===== config.mk =====
export PLATFORM = sky130hd
export DESIGN_NAME = lcdi_window_gen
export DESIGN_NICKNAME = d
export VERILOG_FILES = /design/src/rtl/lcdi_window_gen_pkg.sv /design/src/rtl/lcdi_tap_delay.sv /design/src/rtl/lcdi_window_gen.sv
export SDC_FILE = /design/constraint.sdc
export NUM_CORES = 1
export LEC_CHECK = 0
export BUFFER_PORTS_ARGS = -buffer_cell sky130_fd_sc_hd__buf_2
export CAP_MARGIN = 20
export CORE_MARGIN = 2
export CORE_UTILIZATION = 25
export DETAILED_ROUTE_END_ITERATION = 8
export PLACE_DENSITY_LB_ADDON = 0.08
export SLEW_MARGIN = 5
export SYNTH_ARGS = -nofsm -noshare
export SYNTH_HDL_FRONTEND = slang
export SYNTH_HIERARCHICAL = 1
export SYNTH_SLANG_ARGS = --single-unit
export TNS_END_PERCENT = 5

===== constraint.sdc =====
create_clock -name clk -period 3 [get_ports clk]
set_input_delay 0.15 -clock clk [delete_from_list [all_inputs] [get_ports clk]]
set_output_delay 0.15 -clock clk [all_outputs]
set_load 0.005 [all_outputs]

===== src/rtl/lcdi_window_gen_pkg.sv =====
// Shared types for the LCDI window generator: pixel width, phase codes, FSM states, tap bundle.
package lcdi_window_gen_pkg;

  localparam int DATA_WIDTH = 8;
  localparam logic [DATA_WIDTH-1:0] DATA_ZERO = '0;

  // LCDI_STATE0 is the idle code; a live window walks STATE6, STATE1, STATE2, STATE3.
  typedef enum logic [2:0] {
    LCDI_STATE0 = 3'd0,
    LCDI_STATE1 = 3'd1,
    LCDI_STATE2 = 3'd2,
    LCDI_STATE3 = 3'd3,
    LCDI_STATE4 = 3'd4,
    LCDI_STATE5 = 3'd5,
    LCDI_STATE6 = 3'd6
  } lcdi_state_t;

  typedef enum logic [1:0] {
    FSM_IDLE,
    FSM_EMIT,
    FSM_FLUSH
  } fsm_t;

  typedef struct packed {
    logic [DATA_WIDTH-1:0] left;
    logic [DATA_WIDTH-1:0] centre;
    logic [DATA_WIDTH-1:0] right;
  } taps_t;

  function automatic lcdi_state_t phase_code(input logic [1:0] phase);
    case (phase)
      2'd0:    return LCDI_STATE6;
      2'd1:    return LCDI_STATE1;
      2'd2:    return LCDI_STATE2;
      default: return LCDI_STATE3;
    endcase
  endfunction

endpackage


===== src/rtl/lcdi_tap_delay.sv =====
// DATA_LAG-deep register pipe for the three window taps; advances every cycle, no backpressure.
module lcdi_tap_delay
  import lcdi_window_gen_pkg::*;
#(
  parameter int DATA_LAG = 2
) (
  input  logic  clk,
  input  logic  rst_n,
  input  taps_t taps,
  output taps_t taps_lag
);

  taps_t pipe [DATA_LAG];

  always_ff @(posedge clk) begin
    if (!rst_n) begin
      for (int i = 0; i < DATA_LAG; i++) begin
        pipe[i] <= '{left: DATA_ZERO, centre: DATA_ZERO, right: DATA_ZERO};
      end
    end else begin
      pipe[0] <= taps;
      for (int i = 1; i < DATA_LAG; i++) begin
        pipe[i] <= pipe[i-1];
      end
    end
  end

  assign taps_lag = pipe[DATA_LAG-1];

endmodule


===== src/rtl/lcdi_window_gen.sv =====
// 3-tap horizontal window former driving the 4-phase LCDI sequence; taps lag state/index by DATA_LAG.
// One accept per 4-cycle window; pix_ready only when idle or on the last phase with no flush pending.
module lcdi_window_gen
  import lcdi_window_gen_pkg::*;
#(
  parameter int LINE_W   = 64,
  parameter int DATA_LAG = 2
) (
  input  logic                  clk,
  input  logic                  rst_n,
  input  logic [DATA_WIDTH-1:0] pix_in,
  input  logic                  pix_valid,
  output logic                  pix_ready,
  output logic [2:0]            LCDI_state,
  output logic                  state_valid,
  output logic [6:0]            index0,
  output logic [6:0]            index1,
  output logic [6:0]            index2,
  output logic [6:0]            index3,
  output logic [DATA_WIDTH-1:0] data0_out,
  output logic [DATA_WIDTH-1:0] data1_out,
  output logic [DATA_WIDTH-1:0] data2_out
);

  localparam int CW = (LINE_W > 32) ? $clog2(LINE_W) : 5;
  localparam logic [CW-1:0] LAST_COL = CW'(LINE_W - 1);
  localparam logic [CW-1:0] PEN_COL  = CW'(LINE_W - 2);

  fsm_t          state, state_nxt;
  logic [1:0]    phase, phase_nxt;
  logic [CW-1:0] col;
  logic [CW-1:0] win_col;
  taps_t         win;
  taps_t         taps_lag;
  logic          accept;
  logic          flush_pend;
  logic          start_flush;

  // The window for LINE_W-2 is only ever emitted right after the last pixel of a line arrived.
  assign flush_pend  = (state == FSM_EMIT) && (win_col == PEN_COL);
  assign pix_ready   = (state == FSM_IDLE) || ((state == FSM_EMIT) && (phase == 2'd3) && !flush_pend);
  assign accept      = pix_valid && pix_ready;
  assign start_flush = flush_pend && (phase == 2'd3);

  always_ff @(posedge clk) begin
    if (!rst_n) begin
      state <= FSM_IDLE;
      phase <= 2'd0;
    end else begin
      state <= state_nxt;
      phase <= phase_nxt;
    end
  end

  always_comb begin
    state_nxt   = state;
    phase_nxt   = phase;
    state_valid = 1'b0;
    LCDI_state  = LCDI_STATE0;
    index0      = '0;
    index1      = '0;
    index2      = '0;
    index3      = '0;

    case (state)
      FSM_IDLE: begin
        if (accept && (col != '0)) begin
          state_nxt = FSM_EMIT;
          phase_nxt = 2'd0;
        end
      end
      FSM_EMIT: begin
        if (phase != 2'd3) begin
          phase_nxt = phase + 2'd1;
        end else if (flush_pend) begin
          state_nxt = FSM_FLUSH;
          phase_nxt = 2'd0;
        end else if (accept && (col != '0)) begin
          state_nxt = FSM_EMIT;
          phase_nxt = 2'd0;
        end else begin
          state_nxt = FSM_IDLE;
          phase_nxt = 2'd0;
        end
      end
      FSM_FLUSH: begin
        if (phase != 2'd3) begin
          phase_nxt = phase + 2'd1;
        end else begin
          state_nxt = FSM_IDLE;
          phase_nxt = 2'd0;
        end
      end
      default: begin
        state_nxt = FSM_IDLE;
        phase_nxt = 2'd0;
      end
    endcase

    if (state != FSM_IDLE) begin
      state_valid = 1'b1;
      LCDI_state  = phase_code(phase);
      index0      = {win_col[4:0], 2'd0};
      index1      = {win_col[4:0], 2'd1};
      index2      = {win_col[4:0], 2'd2};
      index3      = {win_col[4:0], 2'd3};
    end
  end

  // Column 0 seeds all three taps so the first window comes out left-replicated.
  always_ff @(posedge clk) begin
    if (!rst_n) begin
      col     <= '0;
      win_col <= '0;
      win     <= '{left: DATA_ZERO, centre: DATA_ZERO, right: DATA_ZERO};
    end else if (accept) begin
      col <= (col == LAST_COL) ? '0 : col + 1'b1;
      if (col == '0) begin
        win <= '{left: pix_in, centre: pix_in, right: pix_in};
      end else begin
        win     <= '{left: win.centre, centre: win.right, right: pix_in};
        win_col <= col - 1'b1;
      end
    end else if (start_flush) begin
      win     <= '{left: win.centre, centre: win.right, right: win.right};
      win_col <= LAST_COL;
    end
  end

  lcdi_tap_delay #(
    .DATA_LAG (DATA_LAG)
  ) u_tap_delay (
    .clk      (clk),
    .rst_n    (rst_n),
    .taps     (win),
    .taps_lag (taps_lag)
  );

  assign data0_out = taps_lag.left;
  assign data1_out = taps_lag.centre;
  assign data2_out = taps_lag.right;

endmodule

# Word-level counts from Yosys, hierarchy flattened
# Memory sizes are Yosys's and may differ from the RTL's.
# Index checks and enable logic that the tools add are counted.
[op_classes]
n_addsub = 3
eq_ne = 12
n_mux = 27
bitwise_logic = 2
n_reduce_logical = 17
[ops]
columns = ["cell", "count"]
rows = [
  ["$mux 24", 5],
  ["$mux 7", 4],
  ["$mux 6", 4],
  ["$eq 6x6->1 const B", 2],
  ["$mux 2", 6],
  ["$pmux 3 s3", 1],
  ["$ne 2x2->1 const B", 4],
  ["$add 6x1->6 const B", 1],
  ["$eq 2x2->1 const B", 3],
  ["$logic_and 1x1->1", 6],
  ["$logic_not 6->1", 1],
  ["$pmux 2 s3", 1],
  ["$reduce_bool 6->1", 1],
  ["$sub 6x1->6 const B", 1],
  ["$eq 2x1->1 const B", 2],
  ["$logic_not 2->1", 2],
  ["$mux 1", 4],
  ["$pmux 2 s2", 1],
  ["$reduce_bool 2->1", 2],
  ["$mux 3", 1],
  ["$reduce_and 3->1", 1],
  ["$add 2x1->2 const B", 1],
  ["$ne 2x1->1 const B", 1],
  ["$or 1x1->1", 2],
  ["4 further kinds", 4],
]
[totals]
reg_bits = 40
ram_bits = 48
in_bits = 11
output_inout_bits = 57
wordCells = 69
n_memories = 1
[memory_table]
columns = ["memory", "words", "word_bits", "rd", "rd_ports_with_merged_regs", "write_ports", "line", "source"]
rows = [
  ["u_tap_delay.pipe", 2, 24, 2, 0, 2, "lcdi_tap_delay.sv:13", "taps_t pipe [DATA_LAG];"],
]

# Longest topological paths before layout
[logic_depth]
word_depth = 11
mapped_depth = 9
mapped_depth_nobuf = 6

# Modules after synthesis
# Netlist, hierarchy kept.
[by_module_without_submodules]
columns = ["mod", "n_inst", "cells_each", "area_each_um2", "seq_area_each_um2"]
rows = [
  ["lcdi_window_gen", 1, 266, 2298.5, 800.8],
  ["lcdi_tap_delay", 1, 125, 1511.4, 960.9],
]

# Least setup slack after synthesis
# No wires, ideal clock.
[synth_path]
path_kind = "register to register"
from = "register state[0]"
to = "register win[15] in the netlist's numbering"
setup_time_ns = 0.074
arrival_ns = 1.607
t_required_ns = 2.926
path_slack_ns = 1.319
stages_incl_launch_ff = 9
n_path_buf = 2
period_less_slack_ns = 1.681
path_cell_list = "dfxtp_1 > inv_1 > ha_1 > buf_4 > a21o_2 > a2bb2oi_4 > buf_2 > nand2_1 > a31oi_1"
[synth_between]
elab_chain_cells = 7
word_cells_on_any_way = 11
cone_classes = "eq/ne (1); mux (1); reduce/logical (9)"
[synth_rtl]
columns = ["item", "line", "source"]
rows = [
  ["from (decl)", "lcdi_window_gen.sv:29", "fsm_t state, state_nxt;"],
  ["from (signal assigned)", "lcdi_window_gen.sv:50", "state <= state_nxt;"],
  ["$eq 2x1->1", "lcdi_window_gen.sv:40, lcdi_window_gen.sv:41", ""],
  ["$logic_and 1x1->1", "lcdi_window_gen.sv:40", "assign flush_pend = (state == FSM_EMIT) && (win_col == PEN_COL);"],
  ["$logic_not 1->1", "lcdi_window_gen.sv:41", "assign pix_ready = (state == FSM_IDLE) || ((state == FSM_EMIT) && (phase == 2'd3) && !flush_pend);"],
  ["$logic_and 1x1->1", "lcdi_window_gen.sv:41", ""],
  ["$logic_or 1x1->1", "lcdi_window_gen.sv:41", ""],
  ["$logic_and 1x1->1", "lcdi_window_gen.sv:42", "assign accept = pix_valid && pix_ready;"],
  ["$mux 24 / $reduce_bool 2->1 (equally long branches)", "n/a", ""],
  ["to (signal assigned)", "lcdi_window_gen.sv:115", "win <= '{left: DATA_ZERO, centre: DATA_ZERO, right: DATA_ZERO};"],
  ["to (signal assigned)", "lcdi_window_gen.sv:119", "win <= '{left: pix_in, centre: pix_in, right: pix_in};"],
  ["to (signal assigned)", "lcdi_window_gen.sv:121", "win <= '{left: win.centre, centre: win.right, right: pix_in};"],
  ["to (decl)", "lcdi_window_gen.sv:33", "taps_t win;"],
]
# Several ways; a longest one is shown, not always the timed one.
# A chain may end at the register's enable or synchronous reset.

# Final worst setup path
[layout_path]
from = "register state[1]"
to = "output pix_ready"
[layout_between]
elab_chain_cells = 5
word_cells_on_any_way = 7
cone_classes = "eq/ne (1); reduce/logical (6)"
[layout_rtl]
columns = ["item", "line", "source"]
rows = [
  ["$eq 2x1->1", "lcdi_window_gen.sv:40, lcdi_window_gen.sv:41", ""],
  ["$logic_and 1x1->1", "lcdi_window_gen.sv:40", ""],
  ["$logic_not 1->1", "lcdi_window_gen.sv:41", ""],
  ["$logic_and 1x1->1", "lcdi_window_gen.sv:41", ""],
  ["$logic_or 1x1->1 *", "lcdi_window_gen.sv:41", ""],
  ["to (decl)", "lcdi_window_gen.sv:13", "output logic pix_ready,"],
]
# Mark *: on every way between the ends. The rest lies on a longest branch, timed or not.

==> flow_metrics.tcl <==
set metrics [dict create \
    outcome "finished, final reports clean" \
    synthCells 391 \
    setup_slack_ns 0.7935 \
    p_per_area_nw_per_um2 630.0 \
    grt_pass1_wl_um 13030 \
    rsz0062_at_grt "no" \
    die_area_um2 16240 \
    hp-class "in -> reg" \
    die_w_um 127.5 \
    cellLeakagePower_nw 1.749 \
    initial_utilization_pct 25.34 \
    clk_pin_slew_worst_paths_ns 0.06 \
    critPathMaxStageDelay_ns 0.60 \
    maxSlewViolCount 0 \
    grt_busiest_layer "met2" \
    arrival_ns 2.06 \
    ys_seq_area_share_pct 46.24 \
    place_area_um2 3951 \
    crit_type "reg -> out" \
    synth_top_area_cell "dfxtp_1" \
    syn-cell-area_um2 3810 \
    place_hpwl_um 5624 \
    clock.fmax_mhz 453.2 \
    whs_ns 0.06285 \
    synth_cell_types 49 \
    drv_cap 0 \
    clock_latency_ns 0.34 \
    grt_overflow 0 \
    cts.sinks 88 \
    synth_edf_count 0 \
    cpLargestDelayFamily "compound AO/OA/AOI/OAI gates" \
    fp.dieH_um 127.5 \
    nFillCells 1574 \
    hp-start "pix_in[0]" \
    antenna_left 0 \
    worst_slew_pin_slew_ns 0.6507 \
    slew_headroom_pct 56.14 \
    routedWlPerCell_um 13.75 \
    wirelength_um 8262 \
    whs_endpoint "win[0]$_SDFFE_PN0N_" \
    r2r-end "win[15]$_SDFFE_PN0P_" \
    dr.first_iter.drc_count 123 \
    max-vdd-ir-drop_v 0.0002465 \
    ctsRootBufferMaster "clkbuf_16" \
    met2_usage_pct 16.58 \
    io_pins 68 \
    setup_tns_ns 0 \
    drive_gt1_share_pct 29.06 \
    setup_viol 0 \
    yosys_warnings 6 \
    grt_pass1_vias 2435 \
    cts_max_level 3 \
    finalInstanceArea_um2 4233 \
    grt_use_total_pct 10.57 \
    path_cells "inv_1 -> ha_1 -> nand4_4 -> o311ai_0 -> nand2_1 -> buf_2" \
    use_met1_pct 13.33 \
    synth_top_cell_area_share_pct 46.24 \
    required_ns 2.85 \
    final_nets 430 \
    hold_violations 0 \
    r2r_start "phase[0]$_SDFFE_PN0P_" \
    avgSynthCellArea_um2 9.744 \
    grt_max_degree 55 \
    ys.flop_type "dfxtp_1" \
    met3_usage_pct 3.853 \
    start_kind "register" \
    ctsHoldBuffers 0 \
    ys_async_sr_fraction_pct 0 \
    pre_cts_ws_ns 0.8539 \
    min_path_cells 3 \
    clockBufferDepth 2 \
    synth_seq_cells 88 \
    area.growth.synth_to_final_pct 11.10 \
    post_cts_resize_count 0 \
    worstPathMaxFanout 6 \
    drt-vias-per-instance 4.309 \
    antenna_found_initial 0 \
    clock_skew_ns 0.008364 \
    diodes 0 \
    r2r_slack_ns 0.89 \
    fin_crit_sh_pct 73.55 \
    synth_area_leaders "dfxtp_1, buf_4, and2_1, and2_2, nand2_1" \
    critPathBufInv 2 \
    worstSetupEndpointType "output pin" \
    place_congestion 0.6875 \
    drc 0 \
    p_total_mw 2.667 \
    first_pass_iters 6 \
    post_cts_buffers 0 \
    rows 45 \
    core_um2 15030 \
    vias 2590 \
    cts_tree "built" \
    cts_made_buffers 9 \
    slowest_stage "o311ai_0" \
    io_buffers 63 \
    worst-r2r-cell-count 6 \
    fin_crit_ns 2.206 \
]
[per-stage QoR]
stage	util, %	instances
finish	28.16	601
global route	28.16	601
CTS	28.16	601
detailed placement	26.28	585
global placement	26.28	585
floorplan	-	394
[where the power goes]
| part | switching (mW) | leakage (nW) | internal (mW) |
|---|---|---|---|
| logic | 0.187 | 0.896 | 0.125 |
| clock network | 0.483 | 0.135 | 0.585 |
| registers | 0.0471 | 0.718 | 1.24 |
[synth_stat cells (2+ instances only)]
cell type	number
a21o_1	2
a21oi_1	19
a31oi_1	16
and2_1	27
and2_2	21
buf_2	7
buf_4	51
buf_6	3
clkbuf_1	5
clkbuf_2	2
dfxtp_1	88
ha_1	11
inv_1	9
nand2_1	42
nand3_1	14
nor2_1	8
nor2b_1	6
o211ai_1	17
o21ai_0	3
o21ai_1	2
o221a_1	6
or3_1	3
xnor2_1	2
xor2_1	2
[worst reg2reg max path, cell delays in order, from the launching register on]
cell	delay (ns)
dfxtp_1	0.44
ha_1	0.31
nand4b_1	0.24
o2bb2ai_2	0.49
buf_4	0.26
o211ai_1	0.10
a31oi_1	0.20
[how the worst max path moves through the flow]
stage / cells after the start / endpoint / slack (ns) / from
2_1_floorplan: 8 / win[15]$_SDFFE_PN0P_ / 1.32 / state[0]$_SDFFE_PN0P_
3_3_place_gp: 6 / win[21]$_SDFFE_PN0P_ / 0.95 / phase[0]$_SDFFE_PN0P_
3_5_place_dp: 6 / win[15]$_SDFFE_PN0P_ / 0.85 / phase[0]$_SDFFE_PN0P_
4_1_cts: 6 / pix_ready / 0.71 / state[1]$_SDFFE_PN0P_
5_1_grt: 6 / pix_ready / 0.64 / state[1]$_SDFFE_PN0P_
6_report: 6 / pix_ready / 0.79 / state[1]$_SDFFE_PN0P_
[state kept, by name, indices dropped and copies added, names as in the netlist]
register / flops
win: 24
col: 6
u_tap_delay/pipe: 48
win_col: 6
phase: 2
state: 2
[per-layer routing]
| metal | wire length, um | vias to the layer above |
|---|---|---|
| met5 | 0 | - |
| met4 | 114 | 0 |
| met3 | 324 | 9 |
| met2 | 3823 | 43 |
| met1 | 4000 | 1217 |
| li1 | - | 1321 |
[cell type report]
type	count	area (um2)	share of cell area [%]
inverter	10	37.54	0.8868
timing repair buffer	71	375.4	8.868
multi-input combinational	228	1541	36.42
clock buffer	10	239.0	5.646
clock inverter	6	42.54	1.005
tap	188	235.2	5.557
sequential	88	1762	41.62
[cell usage in the layout (no fill, tap or decap), types with 2 or more instances in the layout]
cell,n
conb_1,4
ha_1,11
buf_2,63
xor2_1,2
nor2_1,8
clkinv_2,2
clkbuf_16,9
a31oi_1,16
buf_4,8
and2_2,21
nor2b_1,6
o211ai_1,17
and2_1,27
nand3_1,14
a21oi_1,19
nand2_1,42
inv_1,9
or3_1,3
o21ai_1,2
dfxtp_1,88
xnor2_1,2
clkinvlp_4,2
a21o_1,2
o21ai_0,3
o221a_1,6
[logic make-up after synthesis]
family	after synthesis	share of synthesized area [%]
AOI/OAI and AO/OA	79	15.93
and+or+nand+nor	130	19.61
DFF	88	46.24
adders and majority gates	11	3.612
xor gates and xnor gates	4	0.9197
other	1	0.09843
buffers and inverters	78	13.60
(Power assumes the default switching activity.)
